File: config.mk
export PLATFORM = sky130hd
export DESIGN_NAME = if_id_fetch_stage
export DESIGN_NICKNAME = d
export VERILOG_FILES = /design/src/rtl/if_id_fetch_stage.sv
export SDC_FILE = /design/constraint.sdc
export NUM_CORES = 1
export LEC_CHECK = 0
export CELL_PAD_IN_SITES_DETAIL_PLACEMENT = 1
export CELL_PAD_IN_SITES_GLOBAL_PLACEMENT = 1
export CORE_ASPECT_RATIO = 1.4
export CORE_UTILIZATION = 33
export CTS_CLUSTER_DIAMETER = 50
export DETAILED_ROUTE_END_ITERATION = 10
export PLACE_DENSITY = 0.95
export SETUP_SLACK_MARGIN = 0.05
export SLEW_MARGIN = 20
export SYNTH_ARGS = -nofsm -noshare
export SYNTH_HDL_FRONTEND = slang
export SYNTH_SLANG_ARGS = --single-unit
File: constraint.sdc
create_clock -name i_clk -period 5.59 [get_ports i_clk]
set_input_delay 1.677 -clock i_clk [delete_from_list [all_inputs] [get_ports i_clk]]
set_output_delay 1.677 -clock i_clk [all_outputs]
set_load 0.01 [all_outputs]
File: src/rtl/if_id_fetch_stage.sv
// Instruction-fetch stage and IF/ID pipeline register for the 64-bit LEGv8 core.
// Optional build macro IF_ID_PERF_COUNTERS_EN adds the fetched-instruction and stall-cycle counters.
module if_id_fetch_stage #(
  parameter logic [63:0] RESET_PC  = 64'h0,
  parameter logic [31:0] NOP_INSTR = 32'hD503201F
) (
  input  logic        i_clk,
  input  logic        i_reset,
  output logic [63:0] o_imem_addr,
  input  logic [31:0] i_imem_rdata,
  input  logic        i_imem_valid,
  input  logic        i_stall,
  input  logic        i_flush,
  input  logic        i_redirect_en,
  input  logic [63:0] i_redirect_pc,
  output logic [63:0] o_pc,
  output logic [31:0] o_if_id_instr,
  output logic [63:0] o_if_id_pc,
  output logic        o_if_id_valid
`ifdef IF_ID_PERF_COUNTERS_EN
  ,
  output logic [63:0] o_perf_fetched,
  output logic [63:0] o_perf_stall_cycles
`endif
);

  typedef enum logic [2:0] {
    ACT_LOAD,
    ACT_WAIT,
    ACT_FLUSH,
    ACT_HOLD,
    ACT_REDIRECT
  } action_t;

  localparam logic [63:0] PC_ALIGN_MASK = ~64'h3;

  logic [63:0] r_pc;
  logic [31:0] r_if_id_instr;
  logic [63:0] r_if_id_pc;
  logic        r_if_id_valid;

  action_t     w_action;
  logic [63:0] w_pc_plus4;
  logic [63:0] w_redirect_aligned;
  logic [63:0] w_pc_next;
  logic [31:0] w_instr_next;
  logic [63:0] w_ipc_next;
  logic        w_valid_next;

  assign w_pc_plus4         = r_pc + 64'd4;
  assign w_redirect_aligned = i_redirect_pc & PC_ALIGN_MASK;

  // Priority below reset: redirect > stall > flush > imem wait > normal fetch.
  always_comb begin
    w_action = ACT_LOAD;
    if (i_redirect_en) begin
      w_action = ACT_REDIRECT;
    end else if (i_stall) begin
      w_action = ACT_HOLD;
    end else if (i_flush) begin
      w_action = ACT_FLUSH;
    end else if (!i_imem_valid) begin
      w_action = ACT_WAIT;
    end
  end

  always_comb begin
    w_pc_next    = r_pc;
    w_instr_next = r_if_id_instr;
    w_ipc_next   = r_if_id_pc;
    w_valid_next = r_if_id_valid;
    unique case (w_action)
      ACT_LOAD: begin
        w_pc_next    = w_pc_plus4;
        w_instr_next = i_imem_rdata;
        w_ipc_next   = r_pc;
        w_valid_next = 1'b1;
      end
      ACT_WAIT: begin
        w_instr_next = NOP_INSTR;
        w_ipc_next   = r_pc;
        w_valid_next = 1'b0;
      end
      ACT_FLUSH: begin
        // A flushed word was still fetched, so the PC moves on if it arrived.
        w_pc_next    = i_imem_valid ? w_pc_plus4 : r_pc;
        w_instr_next = NOP_INSTR;
        w_ipc_next   = r_pc;
        w_valid_next = 1'b0;
      end
      ACT_REDIRECT: begin
        w_pc_next    = w_redirect_aligned;
        w_instr_next = NOP_INSTR;
        w_ipc_next   = r_pc;
        w_valid_next = 1'b0;
      end
      ACT_HOLD: begin
        w_pc_next    = r_pc;
      end
      default: begin
        w_pc_next    = r_pc;
      end
    endcase
  end

  always_ff @(posedge i_clk) begin
    if (!i_reset) begin
      r_pc          <= RESET_PC & PC_ALIGN_MASK;
      r_if_id_instr <= NOP_INSTR;
      r_if_id_pc    <= 64'h0;
      r_if_id_valid <= 1'b0;
    end else begin
      r_pc          <= w_pc_next;
      r_if_id_instr <= w_instr_next;
      r_if_id_pc    <= w_ipc_next;
      r_if_id_valid <= w_valid_next;
    end
  end

  assign o_imem_addr   = r_pc;
  assign o_pc          = r_pc;
  assign o_if_id_instr = r_if_id_instr;
  assign o_if_id_pc    = r_if_id_pc;
  assign o_if_id_valid = r_if_id_valid;

`ifdef IF_ID_PERF_COUNTERS_EN
  logic [63:0] r_perf_fetched;
  logic [63:0] r_perf_stall_cycles;

  // Stall cycles count even when a redirect overrides the stall.
  always_ff @(posedge i_clk) begin
    if (!i_reset) begin
      r_perf_fetched      <= 64'h0;
      r_perf_stall_cycles <= 64'h0;
    end else begin
      if (w_action == ACT_LOAD) begin
        r_perf_fetched <= r_perf_fetched + 64'd1;
      end
      if (i_stall) begin
        r_perf_stall_cycles <= r_perf_stall_cycles + 64'd1;
      end
    end
  end

  assign o_perf_fetched      = r_perf_fetched;
  assign o_perf_stall_cycles = r_perf_stall_cycles;
`endif

endmodule

==> impl_metrics.json, run 1 <==
{
  "drcViolationCount": 0,
  "dp_hpwl_microns": 21300,
  "final_hold_viol_count": 0,
  "ys_ff_latch": 157,
  "path_class": "input pin to flop",
  "numPlacedInstances": 1438,
  "grt_use_met3_pct": 5.49,
  "grtUsageMet1_pct": 26.3,
  "finalCriticalPeriod_ps": 4000,
  "holdCritPathClass": "flop to flop",
  "worst_ep_required_time_ps": 5960,
  "worstPathMaxFanout": 11,
  "synth_cell_type_count": 54,
  "setup_violations": 0,
  "p_leak_nw": 3.89,
  "io_pins": 327,
  "clockBufferDepth": 2,
  "dp_slack_ps": 1150,
  "pwr-share-clk_pct": 39.7,
  "syn_area_sq_mm": 0.00779,
  "cts_buffers": 17,
  "tritoncts": "done",
  "tns_ps": 0,
  "drive_gt1_share_pct": 5.15,
  "power_density_mw_per_mm2": 255,
  "cap_violations": 0,
  "synthCells": 933,
  "n_fill_cell": 2686,
  "coreArea_sq_mm": 0.0232,
  "port_buffers": 318,
  "avgSynthCellArea_sq_um": 8.35,
  "whs_ps": 460,
  "placed_area_sq_mm": 0.0107,
  "fin_ws_ps": 1590,
  "switching_share_pct": 28.3,
  "intPower_mw": 2.06,
  "antenna_left": 0,
  "routabilityCongestion": 0.803,
  "rows": 66,
  "pwr-share-comb_pct": 16.1,
  "synthArstFlopShare_pct": 0,
  "status": "completed",
  "gr-usage-met2_pct": 43.3,
  "die_h_microns": 184,
  "vias_per_cell": 5.48,
  "cts_root_buf": "clkbuf_16",
  "rsz0062_at_grt": "no",
  "grt_pass1_vias": 8133,
  "clk_latency_ps": 440,
  "ys_seq_area_share_pct": 40.4,
  "grt-ovfl-total": 0,
  "post_cts_resized": 0,
  "p_switching_uw": 816,
  "final_common_cell": "clkdlybuf4s50_1",
  "fin_crit_sh_pct": 71.6,
  "start_kind": "input pin",
  "num_vias": 8067,
  "final_cells": 1473,
  "tightest_slew_ps": 861,
  "post-route-util_pct": 48.6,
  "max_freq_mhz": 250,
  "fin_area_sq_mm": 0.0113,
  "drv_slew": 0,
  "avgRoutedWirePerCell_microns": 20.4,
  "cts.sinks": 157,
  "arrival_ps": 4370,
  "grt_pass1_wl_microns": 45300,
  "initial_core_util_pct": 33.6,
  "post_cts.repair.setup_buffers": 0,
  "initialDrtViolationCount": 443,
  "crit_path_end_kind": "flop",
  "htree_levels": 4,
  "track_usage_pct": 24.2,
  "finalNetCount": 1255,
  "ys.warnings.count": 0,
  "synthToLayoutAreaGrowth_pct": 45.0,
  "clock-skew-final_ps": 8.17,
  "seq_power_share_pct": 44.2,
  "hold_buffers": 0,
  "busiest_layer": "met2",
  "synth_edf_count": 0,
  "wl_microns": 30000,
  "antenna_found_initial": 2,
  "relSlewSlack_pct": 42.6,
  "clk_pin_slew_ps": 70,
  "die-area_sq_mm": 0.0242,
  "drtPass1Iterations": 5,
  "chipWidth_microns": 132,
  "irDropWorstVdd_v": 0.000218,
  "power_mw": 2.88,
  "yosys_most_used_dff": "dfxtp_1",
  "layout_common_cells": "clkdlybuf4s50_1 (316), nand2_1 (158), dfxtp_1 (157)",
  "grt_max_degree": 92
}
-- worst max-delay path, stage by stage --
cell             delay [ps]
clkdlybuf4s50_1         590
nand2b_1                360
nor4_2                  330
buf_4                   230
nand4b_1                390
or4_1                   620
a31oi_1                 170
-- power by group through the flow --
stage          combinational [mW]  sequential [mW]  clock [mW]
6_report                    0.463             1.27        1.14
3_3_place_gp                0.444             1.29           0
5_1_grt                     0.494             1.28        1.21
4_1_cts                     0.465             1.27        1.16
2_1_floorplan               0.198             1.29           0
3_5_place_dp                0.460             1.29           0
-- kinds of logic (layout without fill, tap and decap cells) --
kind of cell | after synthesis | in the layout | share of synthesized area (%)
AOI/OAI and AO/OA | 213 | 213 | 19.0
muxes | 8 | 8 | 1.06
xor gates and xnor gates | 28 | 28 | 3.15
and+or+nand+nor | 385 | 385 | 25.9
adders and majority gates | 1 | 1 | 0.161
DFF | 157 | 157 | 40.4
buffers and inverters | 140 | 367 | 10.3
other | 1 | 8 | 0.0482
-- path summary, 6_finish.rpt --
check,cells past startpoint,endpoint,slack (ps),start
max,7,o_imem_addr[39]$_SDFFE_PN0P_,1590,i_stall
min,2,o_if_id_pc[50]$_SDFFE_PN0P_,460,o_if_id_pc[50]$_SDFFE_PN0P_
max reg2reg,6,o_imem_addr[62]$_SDFFE_PN0P_,2770,o_imem_addr[2]$_SDFFE_PN0P_
min reg2reg,2,o_if_id_pc[50]$_SDFFE_PN0P_,460,o_if_id_pc[50]$_SDFFE_PN0P_
-- final cells by class --
class / instances / area, sq um / share of cell area (%)
timing repair buffer: 329 / 3280 / 29.1
clock inverter: 15 / 140 / 1.24
clock buffer: 17 / 425 / 3.77
multi-input combinational: 641 / 3890 / 34.4
inverter: 6 / 22.5 / 0.200
sequential: 157 / 3140 / 27.8
antenna: 2 / 5.00 / 0.0443
tap: 306 / 383 / 3.39
-- synthesized netlist by cell type, types with 12 or more instances --
cell / n / area share (%)
clkbuf_1: 54 / 2.6
nand4_1: 37 / 3.0
a221o_1: 13 / 1.7
nand2_1: 159 / 7.7
xor2_1: 18 / 2.0
or4_1: 12 / 1.2
dfxtp_1: 157 / 40
a21boi_0: 62 / 6.0
nand3_1: 28 / 1.8
a21oi_1: 18 / 1.2
a22oi_1: 19 / 1.8
nor3_1: 12 / 0.77
nor2b_1: 26 / 2.1
buf_4: 70 / 6.7
o21ai_0: 52 / 3.3
a31oi_1: 15 / 1.2
nor2_1: 22 / 1.1
nor4_1: 15 / 1.2
-- sequential cells by signal (all words and copies together), names as in the netlist --
signal and cells:
o_if_id_instr 32, o_if_id_pc 62, o_if_id_valid 1, o_imem_addr 62
-- routing by layer --
layer	routed length [microns]	share of wire, %	vias up
met5	0	0	-
met4	1210	4.0	0
met3	1590	5.3	68
met2	15700	52	299
met1	11500	38	3994
li1	-	-	3706
Power figures use the tool's default switching activity.
==> run 2, diff against run 1 <==
--- a/config.mk
+++ b/config.mk
@@ -8,10 +8,10 @@
 export CELL_PAD_IN_SITES_DETAIL_PLACEMENT = 1
 export CELL_PAD_IN_SITES_GLOBAL_PLACEMENT = 1
 export CORE_ASPECT_RATIO = 1.4
-export CORE_UTILIZATION = 33
+export CORE_UTILIZATION = 28
 export CTS_CLUSTER_DIAMETER = 50
 export DETAILED_ROUTE_END_ITERATION = 10
-export PLACE_DENSITY = 0.95
+export PLACE_DENSITY = 0.88
 export SETUP_SLACK_MARGIN = 0.05
 export SLEW_MARGIN = 20
 export SYNTH_ARGS = -nofsm -noshare
==> constraint.sdc (replaced) <==
create_clock -name i_clk -period 3.5 [get_ports i_clk]
set_input_delay 1.05 -clock i_clk [delete_from_list [all_inputs] [get_ports i_clk]]
set_output_delay 1.05 -clock i_clk [all_outputs]
set_load 0.01 [all_outputs]
==> impl_metrics.json, run 2 (same netlist as run 1, synthesis figures left out) <==
{
  "antenna_found_initial": 3,
  "worst_ep_required_time_ps": 3850,
  "final_common_cell": "clkdlybuf4s50_1",
  "relSlewSlack_pct": 53.0,
  "grt-ovfl-total": 0,
  "coreArea_sq_mm": 0.0271,
  "drive_gt1_share_pct": 6.28,
  "layout_common_cells": "clkdlybuf4s50_1 (316), nand2_1 (158), dfxtp_1 (157)",
  "crit_path_end_kind": "flop",
  "power_density_mw_per_mm2": 404,
  "synthToLayoutAreaGrowth_pct": 47.4,
  "clk_pin_slew_ps": 70,
  "finalNetCount": 1269,
  "cap_violations": 0,
  "antenna_left": 0,
  "initialDrtViolationCount": 427,
  "drv_slew": 0,
  "setup_violations": 0,
  "chipWidth_microns": 143,
  "start_kind": "input pin",
  "port_buffers": 318,
  "multi_input_area_sq_mm": 0.00389,
  "grt_pass1_vias": 8176,
  "tns_ps": 0,
  "drcViolationCount": 0,
  "clockBufferDepth": 2,
  "fin_area_sq_mm": 0.0115,
  "fin_crit_sh_pct": 83.2,
  "path_class": "input pin to flop",
  "reg2reg_slack_ps": 760,
  "tritoncts": "done",
  "dp_hpwl_microns": 22100,
  "post_cts_resized": 0,
  "final_hold_viol_count": 0,
  "max_freq_mhz": 343,
  "avgRoutedWirePerCell_microns": 19.3,
  "die_h_microns": 199,
  "cts_buffers": 17,
  "post_cts.repair.setup_buffers": 0,
  "finalCriticalPeriod_ps": 2910,
  "cts_root_buf": "clkbuf_16",
  "placed_area_sq_mm": 0.0109,
  "clk_latency_ps": 440,
  "cts.sinks": 157,
  "irDropWorstVdd_v": 0.000323,
  "rsz0062_at_grt": "no",
  "n_fill_cell": 3157,
  "vias_per_cell": 5.13,
  "p_leak_nw": 3.97,
  "drtPass1Iterations": 4,
  "routabilityCongestion": 0.764,
  "die-area_sq_mm": 0.0285,
  "hold_buffers": 0,
  "arrival_ps": 3270,
  "worstPathMaxFanout": 8,
  "tightest_slew_ps": 698,
  "wl_microns": 29900,
  "layout.area.seq_sq_mm": 0.00314,
  "htree_levels": 4,
  "grt_max_degree": 90,
  "rows": 71,
  "initial_core_util_pct": 28.7,
  "clock-skew-final_ps": 14.6,
  "num_vias": 7931,
  "holdCritPathClass": "flop to flop",
  "status": "completed",
  "power_mw": 4.63,
  "track_usage_pct": 20.9,
  "io_pins": 327,
  "grt_pass1_wl_microns": 45600
}
==> run 2: cell count changes in the layout (fill, tap and decap cells not counted), sizes merged <==
cell / delta
diode: +1
clkinvlp: -2
buf: +14
clkinv: -1
inv: +3
==> run 2: critical path, stage by stage <==
cell and delay (ps):
clkdlybuf4s50_1 440, buf_4 180, nand2b_1 250, nor4_2 360, nand4b_1 130, buf_4 180, or4_1 480, a31oi_1 190
==> run 2: layer usage <==
metal / GRT usage [%] / up-vias / part of all wire [%]
met2: 38.8 / 252 / 53
met3: 4.24 / 47 / 5.3
met4: 8.96 / 0 / 2.7
met5: 0 / - / 0
li1: - / 3736 / -
met1: 22.7 / 3896 / 39
==> run 2: path summary, 6_finish.rpt <==
check,from,endpoint,cells past startpoint
setup reg to reg,o_imem_addr[26]$_SDFFE_PN0P_,o_imem_addr[58]$_SDFFE_PN0P_,5
setup / recovery,i_stall,o_imem_addr[39]$_SDFFE_PN0P_,8
hold reg to reg,o_if_id_valid$_SDFFE_PN0P_,o_if_id_valid$_SDFFE_PN0P_,2
hold / removal,o_if_id_valid$_SDFFE_PN0P_,o_if_id_valid$_SDFFE_PN0P_,2
==> run 2: layout make-up <==
class,instances,share of cell area [%]
sequential,157,27.4
timing repair buffer,343,29.5
inverter,6,0.196
tap,365,3.98
clock buffer,17,3.71
antenna,3,0.0654
multi-input combinational,641,33.9
clock inverter,15,1.30
==> run 2: power breakdown <==
group	leakage [nW]	switching (mW)	internal (mW)
combinational	2.42	0.319	0.433
sequential	1.29	0.137	1.88
clock	0.266	0.862	1.00
total	3.97	1.32	3.31
==> run 2: metrics by stage <==
stage	utilization [%]	setup slack (ps)	hold slack, ps	instances
6_report	42.4	587	466	1547
3_3_place_gp	40.2	177	448	1512
2_1_floorplan	-	636	470	938
4_1_cts	42.3	596	469	1544
3_5_place_dp	40.2	163	460	1512
5_1_grt	42.4	456	481	1547
==> run 3, diff against run 2 <==
--- a/config.mk
+++ b/config.mk
@@ -8,10 +8,10 @@
 export CELL_PAD_IN_SITES_DETAIL_PLACEMENT = 1
 export CELL_PAD_IN_SITES_GLOBAL_PLACEMENT = 1
 export CORE_ASPECT_RATIO = 1.4
-export CORE_UTILIZATION = 28
+export CORE_UTILIZATION = 31
 export CTS_CLUSTER_DIAMETER = 50
 export DETAILED_ROUTE_END_ITERATION = 10
-export PLACE_DENSITY = 0.88
+export PLACE_DENSITY = 0.92
 export SETUP_SLACK_MARGIN = 0.05
 export SLEW_MARGIN = 20
 export SYNTH_ARGS = -nofsm -noshare
==> constraint.sdc (replaced) <==
create_clock -name i_clk -period 2.75 [get_ports i_clk]
set_input_delay 0.825 -clock i_clk [delete_from_list [all_inputs] [get_ports i_clk]]
set_output_delay 0.825 -clock i_clk [all_outputs]
set_load 0.01 [all_outputs]
==> impl_metrics.json, run 3 (same netlist as run 1, synthesis figures left out) <==
{
  "rows": 68,
  "max_freq_mhz": 382,
  "numPlacedInstances": 1505,
  "grt_pass1_vias": 8568,
  "clockBufferDepth": 2,
  "final_cells": 1539,
  "synthToLayoutAreaGrowth_pct": 51.8,
  "initialDrtViolationCount": 397,
  "arrival_ps": 2990,
  "drcViolationCount": 0,
  "port_buffers": 318,
  "initial_core_util_pct": 31.6,
  "antenna_left": 0,
  "setup_violations": 0,
  "fin_crit_sh_pct": 95.1,
  "status": "completed",
  "start_kind": "input pin",
  "layout_common_cells": "clkdlybuf4s50_1 (316), nand2_1 (158), dfxtp_1 (157)",
  "cap_violations": 0,
  "finalNetCount": 1312,
  "drtPass1Iterations": 4,
  "path_class": "input pin to flop",
  "worstPathMaxFanout": 8,
  "tritoncts": "done",
  "grt_pass1_wl_microns": 46900,
  "cts_root_buf": "clkbuf_16",
  "worst_ep_required_time_ps": 3120,
  "track_usage_pct": 23.7,
  "grt-ovfl-total": 0,
  "post_cts.repair.setup_buffers": 0,
  "p_leak_nw": 4.24,
  "power_density_mw_per_mm2": 512,
  "drv_slew": 0,
  "wl_microns": 31100,
  "die-area_sq_mm": 0.0258,
  "avgRoutedWirePerCell_microns": 20.2,
  "rsz0062_at_grt": "no",
  "cts_buffers": 17,
  "vias_per_cell": 5.36,
  "final_common_cell": "clkdlybuf4s50_1",
  "routabilityCongestion": 0.828,
  "final_hold_viol_count": 0,
  "clock-skew-final_ps": 8.58,
  "crit_path_end_kind": "flop",
  "coreArea_sq_mm": 0.0247,
  "die_h_microns": 190,
  "hold_buffers": 0,
  "io_pins": 327,
  "dp_hpwl_microns": 22700,
  "post_cts_resized": 0,
  "finalCriticalPeriod_ps": 2620,
  "power_mw": 6.06,
  "cts.sinks": 157,
  "tightest_slew_ps": 825,
  "clk_latency_ps": 440,
  "relSlewSlack_pct": 44.6,
  "antenna_found_initial": 2,
  "drive_gt1_share_pct": 9.57,
  "num_vias": 8247,
  "grt_max_degree": 88,
  "htree_levels": 4,
  "holdCritPathClass": "flop to flop",
  "irDropWorstVdd_v": 0.000475,
  "clk_pin_slew_ps": 70,
  "chipWidth_microns": 136
}
## run 3: cell count changes in the layout (fill, tap and decap cells not counted)
cell,before,now
buf_4,24,62
buf_12,2,7
clkinv_2,0,1
bufinv_16,1,2
diode_2,3,2
inv_6,7,9
clkinvlp_4,5,1
## run 3: layout make-up
cell class | count | area (sq um)
diodes | 2 | 5.00
clock buffers | 17 | 425
clock inverters | 15 | 171
flip-flops and latches | 157 | 3140
well taps | 315 | 394
inverters | 6 | 22.5
multi-input cells | 641 | 3890
fillers | 2847 | 12900
repair buffers | 386 | 3770
## run 3: report_power, final
part           total (mW)  switching [mW]  internal [mW]
clock network        2.46            1.09           1.37
logic                1.08           0.483          0.598
registers            2.52           0.127           2.39
total                6.06            1.70           4.36
## run 3: worst max-delay path, cell delays in order
cell	delay, ps
clkdlybuf4s50_1	470
and4b_1	300
nand4_1	130
or4_1	630
or4_1	470
a31oi_1	160
## run 3: path summary, 6_finish.rpt
path                               startpoint                           end  slack, ps  depth (start not counted)
hold reg to reg    o_if_id_valid$_SDFFE_PN0P_    o_if_id_valid$_SDFFE_PN0P_        450                          2
hold / removal     o_if_id_valid$_SDFFE_PN0P_    o_if_id_valid$_SDFFE_PN0P_        450                          2
setup reg to reg  o_imem_addr[3]$_SDFFE_PN0P_  o_imem_addr[58]$_SDFFE_PN0P_        280                          6
setup / recovery                      i_stall  o_imem_addr[58]$_SDFFE_PN0P_        130                          6
## run 3: layer usage
metal	vias up	part of all wire, %	track usage, %	wire, microns
li1	3816	-	-	-
met1	4075	39	25.2	12200
met2	282	52	43.8	16200
met3	74	4.9	4.37	1530
met4	0	3.8	12.3	1190
met5	-	0	0	0
## run 3: stage by stage
step / hold slack (ps) / utilization (%) / area, sq um / setup WS, ps / TNS [ps]
global route: 488 / 47.9 / 11800 / 46.8 / 0
floorplan: 470 / - / 7810 / 111 / 0
detailed placement: 450 / 45.5 / 11200 / -330 / -4800
global placement: 442 / 45.5 / 11200 / -264 / -2670
finish: 453 / 47.9 / 11800 / 134 / 0
CTS: 458 / 47.9 / 11800 / 110 / 0
==> RTL edit 1 (flow settings as in run 2) <==
Build with the macro `IF_ID_PERF_COUNTERS_EN` defined.
--- a/src/rtl/if_id_fetch_stage.sv
+++ b/src/rtl/if_id_fetch_stage.sv
@@ -1,5 +1,7 @@
 // Instruction-fetch stage and IF/ID pipeline register for the 64-bit LEGv8 core.
 // Optional build macro IF_ID_PERF_COUNTERS_EN adds the fetched-instruction and stall-cycle counters.
+`define IF_ID_PERF_COUNTERS_EN
+
 module if_id_fetch_stage #(
   parameter logic [63:0] RESET_PC  = 64'h0,
   parameter logic [31:0] NOP_INSTR = 32'hD503201F
Formal check against the unedited RTL (old outputs only; new: o_perf_fetched and o_perf_stall_cycles): equivalent (equiv_simple and equiv_induct, registers matched by name and starting in step).
==> RTL edit 1 against run 2 <==
Total power increased by 84%. Sequential cell count increased by 128. Synthesized area increased by 73%. Cell area increased by 73%. First-iteration DRC count increased by 55%. Worst hold slack got worse by 15 ps. Wire length increased by 93%. Setup slack got worse by 210 ps. Non-clock buffer count increased by 182. Sequential share of layout area increased by 1.3 points. Clock skew decreased by 1.1 ps. Largest cell class unchanged.
==> RTL edit 1: results (changes against run 2) <==
** Power and ir drop
- The worst ir drop on vdd was 337 uV (was 323 uV).
- Pint :: 6.43 mW (was 3.31 mW)
- Switching portion of total power :: 0.248 (was 0.285)
- Part of the total power dissipated in the clock network :: 0.493 (was 0.402)
- The static leakage is 6.62 nW (was 3.97 nW).

** Critical path
- Delay of the slowest critical-path stage :: 550 ps (was 480 ps)
- The cell with the biggest individual delay on the critical path was clkdlybuf4s50_1 (was or4_1).

** Clock network
- The maximum number of buffers from clock root to sink is 3 (was 2).
- The number of H-tree levels was 2 (was 4).
- Clock latency reported for the late side of the worst-skew pair :: 530 ps (was 440 ps)

** Drt
- The iteration count of the initial detailed-routing pass was 5 (was 4).
- Wire length on met1 :: 21.0 mm (was 11.6 mm)
- Post-DR vias/cell :: 5.32 (was 5.13)
- Routed length per instance :: 21.3 um (was 19.3 um)
- Routed wire length on met2 :: 30.8 mm (was 16.0 mm)

** Placement
- Placed instance area :: 18500 um2 (was 10900 um2)
- The total of buffers placed on input and output ports is 446 (was 318).
- The total placed cells including tap cells was 2643 (was 1512).
- Routability cong. :: 0.931 (was 0.764)
- Worst setup slack after placement :: -148 ps (was 163 ps)

** Finish
- The net count of the finished layout is 2164 (was 1269).
- Layout fillers :: 5485 (was 3157)
- The cell area after layout was 19900 um2 (was 11500 um2).
- The fraction of final layout cells sized beyond drive strength 1 is 0.0752 (was 0.0628).

** Outcome
- Status :: complete, no violations (unchanged)

** Logic synthesis
- Most frequent cells after synthesis :: dfxtp_1, nand2_1, a21oi_1 (was nand2_1, dfxtp_1, buf_4)
- Share of the synthesized netlist area taken by xor and xnor gates :: 0.0631 (was 0.0315)
- Post-synthesis sequential area ratio :: 0.424 (was 0.404)
- Fraction of the mapped netlist area in compound gates :: 0.151 (was 0.190)

** Global route
- Met2 GRT Util :: 0.440 (was 0.388)
- Global-route wire length before repair :: 88.6 mm (was 45.6 mm)
- Pin count of the biggest net entering global routing :: 116 (was 90)
- Fraction of met3 tracks used by global routing :: 0.0480 (was 0.0424)
- Met1 usage :: 0.234 (was 0.227)
- The via count of the first global-routing pass was 15500 (was 8176).
==> RTL edit 1: path summary, 6_finish.rpt <==
check	from	to	slack (ps)	depth (start not counted)
worst min-delay path	o_if_id_pc[8]	o_if_id_pc[8]	450	2
worst max register to register	o_imem_addr[9]	o_imem_addr[54]	630	5
worst min register to register	o_if_id_pc[8]	o_if_id_pc[8]	450	2
worst max-delay path	i_imem_valid	o_perf_fetched[38]	370	8
==> RTL edit 1: layout make-up <==
type | instances | area share
clock inverters | 16 | 0.0117
inverters | 22 | 0.00453
flip-flops and latches | 285 | 0.287
multi-input cells | 1187 | 0.343
repair buffers | 525 | 0.258
well taps | 624 | 0.0393
clock buffers | 52 | 0.0567
==> RTL edit 1: worst min-delay path, delay by kind of cell, from the launching register on <==
kind	cells	cell delay [ps]
AO/OA/AOI/OAI	1	50
flip-flops	1	300
AND/OR/NAND/NOR	1	50
==> RTL edit 2 (settings of run 2) <==
Without the edit above. The parameter `NOP_INSTR` goes from 32'hD503201F to 32'h80000000.
--- a/src/rtl/if_id_fetch_stage.sv
+++ b/src/rtl/if_id_fetch_stage.sv
@@ -2,7 +2,7 @@
 // Optional build macro IF_ID_PERF_COUNTERS_EN adds the fetched-instruction and stall-cycle counters.
 module if_id_fetch_stage #(
   parameter logic [63:0] RESET_PC  = 64'h0,
-  parameter logic [31:0] NOP_INSTR = 32'hD503201F
+  parameter logic [31:0] NOP_INSTR = 32'h80000000
 ) (
   input  logic        i_clk,
   input  logic        i_reset,
Behaviour: not the same (Yosys sat finds a counterexample within 4 cycles, from zero or initial values and one cycle with i_reset low).
==> RTL edit 2 against run 2 <==
Setup slack improved by 120 ps. Maximum frequency up 4.5%. Sequential cell count unchanged. Cell area is essentially flat. Non-clock buffer count shrank 5. Worst hold slack lost 4.5 ps. Sequential share of layout area about the same. First-iteration DRC count rose by 20%. Final cell count down 1.2%. Total power rose by 4.3%. Die area is 0.53% lower. Wire length up 1.6%. Synthesized area shrank 0.53%. Largest cell class unchanged.
==> RTL edit 2: results (changes against run 2) <==
** Outcome
- Status: complete, no violations (unchanged).

** Placement
- The total of buffers placed on input and output ports was 318 (unchanged).
- The setup slack after placement came to 246 ps (was 163 ps).
- Routability cong. :: 0.816 (was 0.764)
- The placed cell area is 10800 um2 (was 10900 um2).
- The HPWL reported at the end of detailed placement came to 22.2 mm (was 22.1 mm).

** STA
- The sum of negative setup slack was 0 ps (unchanged).
- The worst max-slew margin expressed relative to the limit is 0.429 (was 0.530).
- The final critical path time including I/O delays and setup came to 2790 ps (was 2910 ps).
- The worst clock skew came to 14.6 ps (about the same).

** Global route
- The global-route wire length before repair is 45.2 mm (was 45.6 mm).
- The via count of the first global-routing pass was 7771 (was 8176).
- Initial antenna violation count :: 2 (was 3)
- Pin count of the biggest net entering global routing :: 88 (was 90)
- Overall track demand over capacity in global routing :: 0.212 (was 0.209)

** Logic synthesis
- The top flip-flop cell by instance count after synthesis is dfxtp_1 (unchanged).
- Cells taking the most area after synthesis :: dfxtp_1, nand2_1, buf_4, a21boi_0, a22oi_1 (was dfxtp_1, nand2_1, buf_4, a21boi_0, o21ai_0)
- Post-synthesis sequential area ratio :: 0.406 (was 0.404)
- Most frequent cells after synthesis :: nand2_1, dfxtp_1, buf_4 (unchanged)
- FFs w/ async S/R, synth :: 0 (unchanged)
- The number of distinct library cells after synthesis is 57 (was 54).
- Warning count from the yosys run :: 0 (unchanged)

** Drt
- Number of vias in the routed layout :: 7748 (was 7931)
- Total Wirelength :: 30.4 mm (was 29.9 mm)
- Detailed-routing iteration count for the pre-antenna-repair pass :: 4 (unchanged)
- Detailed router's first-iteration violation count :: 514 (was 427)

** Critical path
- Maximum fanout along the worst path :: 13 (was 8)
- The worst endpoint data arrival time was 3140 ps (was 3270 ps).
- Setup slack, reg-to-reg :: 890 ps (was 760 ps)

** Finish
- The total of fill cells in the finished design was 3178 (was 3157).
- The net count of the finished layout was 1252 (was 1269).
- Fraction of final layout cells sized beyond drive strength 1 :: 0.0568 (was 0.0628)

** Min path
- Hold crit path type :: reg2reg (unchanged)

** Clock network
- Number of instances resized during post-cts repair :: 0 (unchanged)
- Number of buffers created by CTS :: 17 (unchanged)
- Clock latency reported for the late side of the worst-skew pair :: 440 ps (about the same)
- Maximum clock path buffer count :: 2 (unchanged)
- Number of levels the H-tree was split into :: 4 (unchanged)
- The cell at the root of the clock tree was clkbuf_16 (unchanged).
- Clock Pin Slew Worst Setup and Hold Paths :: 70 ps (about the same)
- Setup repair bufs after CTS :: 0 (unchanged)

** Power and ir drop
- Peak supply drop :: 335 uV (was 323 uV)
- The static leakage came to 4.06 nW (was 3.97 nW).
==> RTL edit 2: changes by cell type in the layout (fill, tap and decap cells not counted), sizes merged, moves of 8 or more <==
cell and delta:
a221o -13, a22oi +12, nand2b +8, nand4 -8
nor2 -9, nor2b +8, o211a +9, o21ai -8
==> RTL edit 2: cells by family after synthesis <==
family	count (synthesis)	synth area share
AO/OA/AOI/OAI	213	0.195
XOR/XNOR	29	0.0328
adder cells (fa/ha/maj)	1	0.00161
buffers and inverters	142	0.107
flip-flops	157	0.406
other	1	0.000484
AND/OR/NAND/NOR	378	0.257
==> RTL edit 2: metal layers <==
layer  vias to the layer above  share of wire  global-route usage
met1                      3834           0.39               0.235
met4                         0          0.021              0.0789
met5                         -              0                   0
met2                       243           0.53               0.391
met3                        37          0.058              0.0486
li1                       3634              -                   -
==> RTL edit 2: path summary, 6_finish.rpt <==
path,startpoint,end,depth (start not counted)
hold / removal,o_if_id_pc[61],o_if_id_pc[61],2
setup / recovery,i_imem_valid,o_imem_addr[51],6
setup reg to reg,o_imem_addr[9],o_imem_addr[46],6
hold reg to reg,o_if_id_pc[61],o_if_id_pc[61],2
==> RTL edit 2: where the power goes <==
group / switching [mW] / internal (mW)
registers: 0.144 / 1.88
clock network: 0.785 / 1.28
logic: 0.316 / 0.432
total: 1.24 / 3.59
==> RTL edit 2: final cells by class <==
cell class	instances	area, um2	area share
Multi-Input combinational cell	627	3810	0.332
Inverter	8	30.0	0.00262
Tap cell	365	457	0.0398
Clock buffer	20	447	0.0390
Antenna cell	2	5.00	0.000436
Sequential cell	157	3140	0.274
Clock inverter	11	191	0.0167
Timing Repair Buffer	338	3390	0.295
==> RTL edit 2: through the flow <==
| stage | std cells | total power, mW | hold WS [ps] |
|---|---|---|---|
| finish | 1528 | 4.83 | 461 |
| CTS | 1526 | 4.89 | 465 |
| detailed placement | 1495 | 2.81 | 456 |
| floorplan | 926 | 2.36 | 485 |
| global placement | 1495 | 2.79 | 447 |
| global route | 1527 | 5.02 | 485 |
==> RTL edit 2: worst max-delay path, stage by stage <==
cell,delay (ps)
clkdlybuf4s50_1,530
and4b_1,270
and3_4,310
nand4_2,330
or3_1,460
a31oi_1,190
